### src/rtl/fp_mini_pkg.sv
// Shared definitions for the 8-bit unsigned mini-float datapath: {exp, man}, value = man * 2^exp.
package fp_mini_pkg;

  localparam int EXP_W = 3;
  localparam int MAN_W = 5;
  localparam int W     = EXP_W + MAN_W;

  localparam logic [W-1:0]     SAT_RESULT = '1;
  localparam logic [MAN_W-1:0] MAN_HALF   = MAN_W'(1) << (MAN_W - 1);

  typedef enum logic [1:0] {
    IDLE,
    ALIGN,
    ADD,
    DONE
  } state_t;

  function automatic logic [EXP_W-1:0] exp_of(input logic [W-1:0] x);
    return x[W-1:MAN_W];
  endfunction

  function automatic logic [MAN_W-1:0] man_of(input logic [W-1:0] x);
    return x[MAN_W-1:0];
  endfunction

endpackage

### src/rtl/fp_normalize.sv
// Combinational carry normalisation, optional round-half-up and exponent saturation.
// Guard-bit rounding is present only when FP_ADD_ROUND_EN is defined.
module fp_normalize
  import fp_mini_pkg::*;
(
  input  logic [MAN_W:0]   s,
  input  logic [EXP_W-1:0] e,
`ifdef FP_ADD_ROUND_EN
  input  logic             g,
`endif
  output logic [W-1:0]     res,
  output logic             ovf
);

  logic [MAN_W-1:0] man;
  logic [EXP_W:0]   exp_x;
`ifdef FP_ADD_ROUND_EN
  logic             gg;
  logic [MAN_W:0]   man_r;
`endif

  // NOTE: every always_comb output gets a default first so no path leaves it unassigned (no latch).
  always_comb begin
    man   = s[MAN_W-1:0];
    exp_x = {1'b0, e};
    if (s[MAN_W]) begin
      man   = s[MAN_W:1];
      exp_x = {1'b0, e} + (EXP_W+1)'(1);
    end
`ifdef FP_ADD_ROUND_EN
    // After a carry shift the bit dropped from s becomes the new guard.
    gg    = s[MAN_W] ? s[0] : g;
    man_r = {1'b0, man} + (MAN_W+1)'(gg);
    if (man_r[MAN_W]) begin
      man   = MAN_HALF;
      exp_x = exp_x + (EXP_W+1)'(1);
    end else begin
      man = man_r[MAN_W-1:0];
    end
`endif
    ovf = exp_x[EXP_W];
    res = ovf ? SAT_RESULT : {exp_x[EXP_W-1:0], man};
  end

endmodule

### src/rtl/fp_align_add.sv
// Multi-cycle mini-float adder: serial 1-bit alignment of b, add, normalise, valid/ready output.
// Define FP_ADD_ROUND_EN for guard-bit round-half-up; default build truncates.
module fp_align_add
  import fp_mini_pkg::*;
(
  input  logic         clk,
  input  logic         rst_n,
  input  logic [W-1:0] a_in,
  input  logic [W-1:0] b_in,
  input  logic         in_valid,
  output logic         in_ready,
  output logic [W-1:0] sum_out,
  output logic         ovf,
  output logic         order_err,
  output logic         out_valid,
  input  logic         out_ready
);

  state_t           state;
  logic [MAN_W-1:0] ma;
  logic [MAN_W-1:0] mb;
  logic [EXP_W-1:0] e;
  logic [EXP_W-1:0] cnt;
`ifdef FP_ADD_ROUND_EN
  logic             g;
`endif

  logic [MAN_W:0]   s;
  logic [W-1:0]     norm_res;
  logic             norm_ovf;
  logic             bad_order;

  assign in_ready  = (state == IDLE);
  assign s         = {1'b0, ma} + {1'b0, mb};
  assign bad_order = exp_of(a_in) < exp_of(b_in);

  fp_normalize u_norm (
    .s   (s),
    .e   (e),
`ifdef FP_ADD_ROUND_EN
    .g   (g),
`endif
    .res (norm_res),
    .ovf (norm_ovf)
  );

  // NOTE: sequential state uses non-blocking assignments so every register samples pre-edge values.
  always_ff @(posedge clk or negedge rst_n) begin
    if (!rst_n) begin
      state     <= IDLE;
      ma        <= '0;
      mb        <= '0;
      e         <= '0;
      cnt       <= '0;
      sum_out   <= '0;
      ovf       <= 1'b0;
      order_err <= 1'b0;
      out_valid <= 1'b0;
`ifdef FP_ADD_ROUND_EN
      g         <= 1'b0;
`endif
    end else begin
      case (state)
        IDLE: begin
          if (in_valid) begin
            ma        <= man_of(a_in);
            mb        <= man_of(b_in);
            e         <= exp_of(a_in);
            // A contract violation skips alignment but still produces a result.
            cnt       <= bad_order ? '0 : exp_of(a_in) - exp_of(b_in);
            order_err <= bad_order;
`ifdef FP_ADD_ROUND_EN
            g         <= 1'b0;
`endif
            state     <= ALIGN;
          end
        end
        ALIGN: begin
          if (cnt != '0) begin
            mb  <= mb >> 1;
            cnt <= cnt - EXP_W'(1);
`ifdef FP_ADD_ROUND_EN
            g   <= mb[0];
`endif
          end else begin
            state <= ADD;
          end
        end
        ADD: begin
          sum_out   <= norm_res;
          ovf       <= norm_ovf;
          out_valid <= 1'b1;
          state     <= DONE;
        end
        DONE: begin
          if (out_ready) begin
            out_valid <= 1'b0;
            state     <= IDLE;
          end
        end
        default: state <= IDLE;
      endcase
    end
  end

endmodule

### config.mk
export PLATFORM = sky130hd
export DESIGN_NAME = fp_align_add
export DESIGN_NICKNAME = d
export VERILOG_FILES = /design/src/rtl/fp_mini_pkg.sv /design/src/rtl/fp_normalize.sv /design/src/rtl/fp_align_add.sv
export SDC_FILE = /design/constraint.sdc
export NUM_CORES = 1
export LEC_CHECK = 0
export CORE_UTILIZATION = 52
export DETAILED_ROUTE_END_ITERATION = 10
export GPL_TIMING_DRIVEN = 0
export HOLD_SLACK_MARGIN = 0.06
export PLACE_DENSITY = 0.79
export SYNTH_ARGS = -nofsm -noshare
export SYNTH_HDL_FRONTEND = slang
export SYNTH_HIERARCHICAL = 1
export SYNTH_SLANG_ARGS = --single-unit
### constraint.sdc
create_clock -name clk -period 2.7 [get_ports clk]
set_input_delay 0.27 -clock clk [delete_from_list [all_inputs] [get_ports clk]]
set_output_delay 0.27 -clock clk [all_outputs]
set_load 0.05 [all_outputs]
# Word-level counts from Yosys, hierarchy flattened

Cells that the tools add are included.
Widths: inputs -> output; s select.

Register bits: 29
Input port bits: 20
Output and inout bits: 12
Word-level logic and storage cells: 45

$add $sub $neg: 4
$lt $le $gt $ge: 1
Equal/unequal tests: 7
Muxes and demuxes: 16
Reductions and logical operators: 8

Operators with widths:

| kind                | number |
|---|---|
| $mux 5              | 3 |
| $pmux 5 s2          | 1 |
| $mux 3              | 3 |
| $mux 8              | 1 |
| $ne 2x2->1 const B  | 4 |
| $pmux 2 s4          | 1 |
| $add 5x5->6         | 1 |
| $mux 2              | 3 |
| $pmux 3 s2          | 1 |
| $reduce_and 3->1    | 2 |
| $add 3x1->4 const B | 1 |
| $eq 2x2->1 const B  | 2 |
| $mux 4              | 1 |
| $reduce_and 2->1    | 2 |
| $reduce_bool 2->1   | 2 |
| $lt 3x3->1          | 1 |
| $reduce_bool 3->1   | 1 |
| $sub 3x1->3 const B | 1 |
| $sub 3x3->3         | 1 |
| $eq 2x1->1 const B  | 1 |
| $logic_not 2->1     | 1 |
| $pmux 1 s2          | 1 |
| $mux 1              | 1 |

# Longest topological paths before layout

Gate-level depths: netlist of run 1.

Depth after elaboration: 4
Gate-level depth with buffers: 8
Depth with buffers taken out: 8

# By module

The synthesis of run 1 kept the hierarchy.

By module, submodules not included:

| module       | instances | cells each | area each (µm²) | sequential area each (µm²) |
|---|---|---|---|---|
| fp_align_add | 1         | 139        | 1651.6          | 725.7 |
| fp_normalize | 1         | 27         | 150.1           | 0.0 |

# Worst setup path after synthesis of run 1

OpenSTA, ideal clock, no wires.

Path kind: reg-to-reg
Start: register ma[0]
End: register sum_out[4]
Library setup time: 0.125 ns
Arrival time: 1.885 ns
Data required time: 2.575 ns
Setup slack: 0.690 ns
Cell stages (with the launch flop): 8
Path buffers: 0
Period minus slack after synthesis: 2.010 ns
Cell sequence: dfrtp_1 > ha_1 > fa_1 > a21o_1 > a21oi_1 > xnor2_1 > or2_2 > mux2_2

Word-level cells in the longest chain between the ends: 3
Elaborated cells between the ends (all ways): 4
Those cells by class: add/sub: 1; mux: 3

Ends and longest elaborated chain:

| element                | RTL line           | RTL |
|---|---|---|
| start, declared        | fp_align_add.sv:20 | `logic [MAN_W-1:0] ma;` |
| start signal, assigned | fp_align_add.sv:66 | `ma <= man_of(a_in);` |
| $add 5x5->6            | fp_align_add.sv:34 | `assign s = {1'b0, ma} + {1'b0, mb};` |
| net s[4]               | fp_align_add.sv:28 | `logic [MAN_W:0] s;` |
| $mux 5                 | fp_normalize.sv:26 | `if (s[MAN_W]) begin` |
| $mux 8                 | fp_normalize.sv:42 | `res = ovf ? SAT_RESULT : {exp_x[EXP_W-1:0], man};` |
| net norm_res[4]        | fp_align_add.sv:29 | `logic [W-1:0] norm_res;` |
| end signal, assigned   | fp_align_add.sv:90 | `sum_out <= norm_res;` |
| end, declared          | fp_align_add.sv:12 | `output logic [W-1:0] sum_out,` |

The timed path passes the listed nets, and every way through them passes these cells.
A chain may end at the register's enable or synchronous reset.

# Final worst setup path of run 1

Start: register state[0]
End: output in_ready

Word-level cells in the longest chain between the ends: 1

Ends and longest elaborated chain:

| element                | RTL line           | RTL |
|---|---|---|
| start, declared        | fp_align_add.sv:19 | `state_t state;` |
| start signal, assigned | fp_align_add.sv:50 | `state <= IDLE;` |
| start signal, assigned | fp_align_add.sv:75 | `state <= ALIGN;` |
| start signal, assigned | fp_align_add.sv:86 | `state <= ADD;` |
| $logic_not 2->1        | fp_align_add.sv:33 | `assign in_ready = (state == IDLE);` |
| end, declared          | fp_align_add.sv:11 | `output logic in_ready,` |

Every way passes these cells.

==> results of run 1 <==
==> power by group through the flow <==
| stage | clock [W] | combinational [W] | sequential [W] |
|---|---|---|---|
| finish | 0.000310 | 0.00209 | 0.000813 |
| global route | 0.000336 | 0.00228 | 0.000845 |
| CTS | 0.000314 | 0.00210 | 0.000817 |
| detailed placement | 0 | 0.00209 | 0.000827 |
| global placement | 0 | 0.00201 | 0.000811 |
| floorplan | 0 | 0.00138 | 0.00105 |
==> cells in the mapped netlist (2+ instances only) <==
master                     number  area [µm²]
sky130_fd_sc_hd__nor2_1         9        33.8
sky130_fd_sc_hd__o21ai_0        5        25.0
sky130_fd_sc_hd__a21o_1         4        30.0
sky130_fd_sc_hd__dfrtp_1       29         726
sky130_fd_sc_hd__buf_2          3        15.0
sky130_fd_sc_hd__xnor2_1        3        26.3
sky130_fd_sc_hd__nand2b_1       3        18.8
sky130_fd_sc_hd__a21oi_1        5        25.0
sky130_fd_sc_hd__mux2_2        15         169
sky130_fd_sc_hd__a21oi_2        4        35.0
sky130_fd_sc_hd__a31oi_1       11        68.8
sky130_fd_sc_hd__ha_1          16         200
sky130_fd_sc_hd__a31oi_2        3        37.5
sky130_fd_sc_hd__fa_1           2        40.0
sky130_fd_sc_hd__nand2_1        8        30.0
sky130_fd_sc_hd__buf_6          3        33.8
sky130_fd_sc_hd__mux2i_1        5        50.1
sky130_fd_sc_hd__inv_1         16        60.1
==> stage by stage <==
stage	hold WS [ns]	setup slack, ns
after floorplan	-0.0256	0.690
after global placement	0.481	0.614
after detailed placement	0.496	0.564
after CTS	0.517	0.463
after global routing	0.538	0.387
final	0.496	0.467
==> critical path: stages, from the launching register on <==
cell	delay [ns]
sky130_fd_sc_hd__dfrtp_1	0.41
sky130_fd_sc_hd__inv_1	0.12
sky130_fd_sc_hd__ha_1	0.26
sky130_fd_sc_hd__clkdlybuf4s50_1	0.83
==> cell families (layout without fill, tap and decap cells) <==
| kind of cell | Yosys count | after routing |
|---|---|---|
| muxes | 21 | 21 |
| DFF | 29 | 29 |
| and+or+nand+nor | 29 | 29 |
| xor gates and xnor gates | 4 | 4 |
| buffers and inverters | 24 | 64 |
| adders and majority gates | 18 | 18 |
| AOI/OAI and AO/OA | 41 | 41 |
==> metal layers <==
| layer | wire [µm] | up-vias |
|---|---|---|
| met5 | 0 | - |
| met4 | 72 | 0 |
| met3 | 114 | 10 |
| met2 | 1710 | 29 |
| met1 | 1540 | 646 |
| li1 | - | 661 |
==> worst paths after layout <==
path / slack (ns) / endpoint
worst min-delay path: 0.50 / sum_out[3]$_DFFE_PN0P_
worst max-delay path: 0.47 / in_ready
min in group clk: 0.52 / sum_out[6]$_DFFE_PN0P_
max in group asynchronous: 1.78 / ma[3]$_DFFE_PN0P_
worst min register to register: 0.52 / sum_out[6]$_DFFE_PN0P_
worst max register to register: 0.58 / sum_out[4]$_DFFE_PN0P_
==> sequential cells by signal (all words and copies together), names as in the netlist <==
name and count:
sum_out 8, out_valid 1, ovf 1, e 3, mb 5, ma 5, cnt 3, state 2
order_err 1
==> timing repair <==
item                                   CTS  global route
buffers inserted                         0             0
hold buffers                             0             1
endpoints found under the hold margin    0            29
==> area by class of cell <==
cell class | count | area, µm² | share of cell area
buffer | 7 | 56.3 | 0.0251
clock buffer | 7 | 65.1 | 0.0290
clock inverter | 1 | 5.00 | 0.00223
inverter | 17 | 63.8 | 0.0284
multi-input combinational | 113 | 956 | 0.426
sequential | 29 | 726 | 0.323
tap | 46 | 57.6 | 0.0256
timing repair buffer | 32 | 315 | 0.140
==> reports/results.md, run 1 <==
| Result | This run |
| --- | --- |
| Outcome | completed |
| Fmax | 0.448 GHz |
| Number of hold violations in the final report | 0 |
| Number of clock sinks seen by CTS | 29 |
| Mean instance size in the synthesized netlist | 10.9 µm² |
| Slew at the pin with the worst max-slew slack | 0.652 ns |
| Overall via count from detail_route | 1346 |
| Largest family of logic cells by synthesized area | compound AO/OA/AOI/OAI gates |
| Final WL | 3440 µm |
| Fraction of final layout cells sized beyond drive strength 1 | 0.209 |
| Critical R2R Launch | ma[0]$_DFFE_PN0P_ |
| Cell variety after synth | 40 |
| Finished Core Util | 0.673 |
| Post-synthesis instance area | 1800 µm² |
| Count of input and output buffers | 31 |
| Number of antenna violations at the first check in global routing | 0 |
| Seq pwr share | 0.253 |
| Global-route met2 utilization | 0.355 |
| Total power divided by cell area | 1430 nW/µm² |
| Worst endpoint required time | 2.43 ns |
| Ys flop type | sky130_fd_sc_hd__dfrtp_1 |
| Placement Rows | 21 |
| Area delta synth->final | 24.6% |
| Largest net degree at the start of global routing | 30 |
| Fraction of synthesized cell area in xor and xnor cells | 0.0194 |
| Die span in y | 60.9 µm |
| Total negative setup slack | 0 ns |
| Number of gates resized after CTS | 0 |
| Root Buffer | sky130_fd_sc_hd__clkbuf_4 |
| Remaining antenna violation count after routing | 0 |
| Sequential cell area fraction in the yosys report | 0.403 |
| Kind of end point of the critical path | output pin |
| Post-synthesis adder-cell area fraction | 0.133 |
| Sw Ratio | 0.449 |
| Synthesized Nets | 204 |
| HPWL Detailed | 2720 µm |
| Synthesized instance count | 166 |
| Area fraction in compound gates after synthesis | 0.169 |
| Per-cell routed wire length | 13.6 µm |
| Residual overflow from global routing | 0 |
| Static Leakage | 1.03 nW |
| Origin of the worst setup path | state[0]$_DFFE_PN0P_ |
| Initial Util | 0.540 |
| Antenna Cells | 0 |
| DR vias/cell | 5.34 |
| Final cell count without fillers | 252 |
| Most frequent cells in the layout | 30 x sky130_fd_sc_hd__clkdlybuf4s50_1, 29 x sky130_fd_sc_hd__dfrtp_1, 16 x sky130_fd_sc_hd__inv_1, 16 x sky130_fd_sc_hd__ha_1, 15 x sky130_fd_sc_hd__mux2_2 |
| Area share of and/or/nand/nor cells after synthesis | 0.0806 |
| Relative slew margins | 0.565 |
| Worst IR Drop VDD | 0.000599 V |
| Post-Place Cell Area | 2170 µm² |
| DRC violations left | 0 |
| Combinational Power Share | 0.650 |
| Setup CP Type | register to output pin |
| Clock transition at the registers of the reported paths | 0.10 ns |
| Cell area after layout | 2240 µm² |
| Max Clock Skew | 0.0115 ns |
| TritonCTS clock tree | done |
| Standard cell core area | 3340 µm² |
| Count of placed standard cells including taps | 243 |
| Clk network pwr share | 0.097 |
| Cells on worst reg2reg path | 7 |
| Fin nets | 243 |
| Minimum clock period after layout | 2.23 ns |
| All-layer global routing usage | 0.204 |
| Maximum buffer depth of the clock tree | 2 |
| Most common cell after layout, fill and taps aside | sky130_fd_sc_hd__clkdlybuf4s50_1 |
| Weighted congestion at the end of routability-driven global placement | 0.770 |
| Net load switching power | 0.00144 W |
| Post-layout total power | 0.00321 W |
| #FFs+latches synth | 29 |
| Global-route met3 utilization | 0.0533 |
| Part of the cycle the worst path needs | 0.827 |
| Violation count after the first detailed-route iteration | 47 |
| Async SR Flop Fraction | 1.00 |
| Number of max-slew violations in the final report | 0 |
| Detailed-router iteration count before antenna repair | 6 |
| Yosys warnings | 6 |
| Signal arrival time at the worst endpoint | 1.96 ns |
| Clock buffer count from CTS | 5 |
| Fillers | 285 |
| Die Area | 3700 µm² |
| Int Pwr | 0.00177 W |
| Met1 layer usage reported by global route | 0.239 |
| H-tree depth reported by CTS | 2 |
| Worst setup SP type | register |
| Number of failing setup endpoints in the final timing report | 0 |
| Multiplexer share of the synthesized area | 0.128 |
| Die X | 60.9 µm |
| Count of flip-flops with a built-in enable after synthesis | 0 |
| Clk_lat worst skew | 0.33 ns |
| Tightest Hold Check Type | input port to asynchronous set/reset pin |
| Global-route wire length before repair | 5510 µm |
| Via count of the first global-routing pass | 1271 |
| Ports placed on the boundary | 32 |
| Top fanout value on the critical path | 5 |
| Most heavily used metal layer in global routing | met2 |
| Max-cap check violation count | 0 |
| RSZ-0062 raised after global routing | false |
No activity file was read; power rests on OpenSTA's default activity.
==> run 2: changes to the inputs <==
Clock period 2.7 ns to 2.32 ns, I/O delays scaled along.
==> results of run 2 <==
Same layout as run 1 (identical final DEF). Status: completed.
Among the figures that moved: setup slack after placement 0.564 ns -> 0.184 ns; setup slack after layout 0.467 ns -> 0.125 ns; hold slack 0.496 ns -> 0.458 ns; register-to-register setup slack 0.58 ns -> 0.20 ns; total power 0.00321 W -> 0.00374 W; worst IR drop on VDD 0.000599 V -> 0.000697 V
==> run 3: changes to the inputs <==
Settings changed: RECOVER_POWER from default to 50, SKIP_LAST_GASP from default to 1.
==> reports/results.md, run 3 (synthesis gave the netlist of run 1 again) <==
| Result | This run | vs previous |
| --- | --- | --- |
| Outcome | finished with violations |  |
| Violated checks | max-capacitance violations, max-slew violations |  |
| Critical path's slowest cell | sky130_fd_sc_hd__clkdlybuf4s50_1 |  |
| Fmax | 0.455 GHz |  |
| Die Area | 3700 µm² | unchanged |
| Max Clock Skew | 0.0115 ns | +0.00000210 ns |
| Cell type group with the largest total delay on the critical path | buffers and inverters |  |
| Slew at the pin with the worst max-slew slack | 1.57 ns | +0.921 ns |
| Fin nets | 243 | unchanged |
| RSZ-0062 raised after global routing | false |  |
| Net load switching power | 0.00168 W |  |
| Maximum buffer depth of the clock tree | 2 | unchanged |
| Number of hold violations in the final report | 0 | unchanged |
| TritonCTS clock tree | done |  |
| Initial Util | 0.540 | unchanged |
| Top register by number of flip-flops | sum_out |  |
| HPWL Detailed | 2720 µm | unchanged |
| Max reg flops | 8 | unchanged |
| Die X | 60.9 µm | unchanged |
| Bufs and invs on worst path | 2 | unchanged |
| Die span in y | 60.9 µm | unchanged |
| Number of clock sinks seen by CTS | 29 | unchanged |
| Tightest Hold Check Type | input port to register |  |
| Origin of the worst setup path | state[0]$_DFFE_PN0P_ |  |
| Number of gates resized after CTS | 0 | unchanged |
| Post-Place Cell Area | 2170 µm² | unchanged |
| Top fanout value on the critical path | 5 | unchanged |
| Number of antenna violations at the first check in global routing | 0 | unchanged |
| H-tree depth reported by CTS | 2 | unchanged |
| Part of the cycle the worst path needs | 0.946 |  |
| Maximum cell stage delay along the critical path | 0.83 ns | about the same |
| Worst setup SP type | register |  |
| Weighted congestion at the end of routability-driven global placement | 0.770 | unchanged |
| Largest net degree at the start of global routing | 30 | unchanged |
| All-layer global routing usage | 0.204 | unchanged |
| Hold bufs inserted after CTS | 0 | unchanged |
| Total negative setup slack | 0 ns | unchanged |
| Most common cell after layout, fill and taps aside | sky130_fd_sc_hd__clkdlybuf4s50_1 |  |
| Count of input and output buffers | 31 | unchanged |
| Residual overflow from global routing | 0 | unchanged |
| Total power divided by cell area | 1670 nW/µm² |  |
| Critical R2R Launch | ma[0]$_DFFE_PN0P_ |  |
| DRC violations left | 0 | unchanged |
| Per-cell routed wire length | 13.6 µm | +0.12% |
| Clk_lat worst skew | 0.33 ns | about the same |
| Global-route wire length before repair | 5510 µm | unchanged |
| Remaining antenna violation count after routing | 0 | unchanged |
| Clock buffer count from CTS | 5 | unchanged |
| Standard cell core area | 3340 µm² | unchanged |
| Worst endpoint required time | 2.09 ns |  |
| Final WL | 3440 µm | +0.12% |
| Worst hold path startpoint | b_in[4] |  |
| Clock transition at the registers of the reported paths | 0.10 ns | about the same |
| Worst IR Drop VDD | 0.000697 V |  |
| Signal arrival time at the worst endpoint | 1.96 ns | about the same |
| Root Buffer | sky130_fd_sc_hd__clkbuf_4 |  |
| Detailed-router iteration count before antenna repair | 6 | unchanged |
| Setup Buffers After CTS | 0 | unchanged |
| DR vias/cell | 5.34 | unchanged |
| Most frequent cells in the layout | 30 x sky130_fd_sc_hd__clkdlybuf4s50_1, 29 x sky130_fd_sc_hd__dfrtp_1, 16 x sky130_fd_sc_hd__inv_1, 16 x sky130_fd_sc_hd__ha_1, 15 x sky130_fd_sc_hd__mux2_2 |  |
| Static Leakage | 1.02 nW | -0.76% |
| Area delta synth->final | 24.4% |  |
| Number of failing setup endpoints in the final timing report | 0 | unchanged |
| Fraction of final layout cells sized beyond drive strength 1 | 0.194 | -0.0146 |
| Number of max-slew violations in the final report | 30 | +30 |
| Seq pwr share | 0.253 | about the same |
| Antenna Cells | 0 | unchanged |
| Setup CP Type | register to output pin |  |
| Max-cap check violation count | 1 | +1 |
| Int Pwr | 0.00206 W |  |
| Via count of the first global-routing pass | 1271 | unchanged |
| Largest registers | sum_out x8, ma x5, mb x5 |  |
| Minimum clock period after layout | 2.20 ns |  |
| Sw Ratio | 0.449 |  |
| Overall via count from detail_route | 1346 | unchanged |
| Clk network pwr share | 0.097 | about the same |
| Crit path cell chain | inv_1 > ha_1 > clkdlybuf4s50_1 |  |
| Cell area after layout | 2240 µm² | -0.17% |
| Violation count after the first detailed-route iteration | 45 | -4.3% |
| Kind of end point of the critical path | output pin |  |
| Ports placed on the boundary | 32 | unchanged |
| Combinational Power Share | 0.650 | about the same |
| Relative slew margins | -0.0490 | -0.614 |
| Placement Rows | 21 | unchanged |
## run 3: path summary, 6_finish.rpt
path / to / slack, ns / cells after the start
min in group asynchronous: sum_out[3]$_DFFE_PN0P_ / 0.82 / 2
setup reg to reg: sum_out[4]$_DFFE_PN0P_ / 0.20 / 7
hold / removal: mb[4]$_DFFE_PN0P_ / 0.49 / 3
setup / recovery: in_ready / 0.12 / 3
max in group asynchronous: sum_out[0]$_DFFE_PN0P_ / 0.58 / 2
hold reg to reg: sum_out[6]$_DFFE_PN0P_ / 0.52 / 1
## run 3: through the flow
step	hold WS (ns)	setup WS [ns]	power [W]	utilization	cells
floorplan	-0.0636	0.310	0.00282	-	166
global placement	0.481	0.234	0.00328	0.650	243
detailed placement	0.496	0.184	0.00340	0.650	243
CTS	0.479	0.121	0.00376	0.671	251
global route	0.501	0.0446	0.00403	0.672	252
finish	0.491	0.124	0.00374	0.672	252
## run 3: power groups by stage
stage / Sequential, W / Combinational [W] / Clock [W]
floorplan: 0.00122 / 0.00160 / 0
global placement: 0.000944 / 0.00234 / 0
detailed placement: 0.000962 / 0.00244 / 0
CTS: 0.000951 / 0.00244 / 0.000366
global route: 0.000983 / 0.00265 / 0.000391
finish: 0.000947 / 0.00243 / 0.000361
## run 3: per-layer routing
layer  vias to the layer above  GRT usage  wire (µm)
met5                         -          0          0
met4                         0     0.0844         72
met3                        10     0.0533        114
met2                        29      0.355       1710
met1                       647      0.239       1540
li1                        660          -          -
## run 3: layout make-up
class,count,area [µm²]
multi-input combinational,113,956
timing repair buffer,32,314
sequential,29,726
inverter,17,63.8
buffer,7,53.8
fill,288,1100
clock inverter,1,5.00
tap,46,57.6
clock buffer,7,65.1
## run 3: tightest hold or removal path, stage by stage
cell and delay [ns]:
sky130_fd_sc_hd__clkdlybuf4s50_1 0.41, sky130_fd_sc_hd__nand4_1 0.10, sky130_fd_sc_hd__o21ai_2 0.05
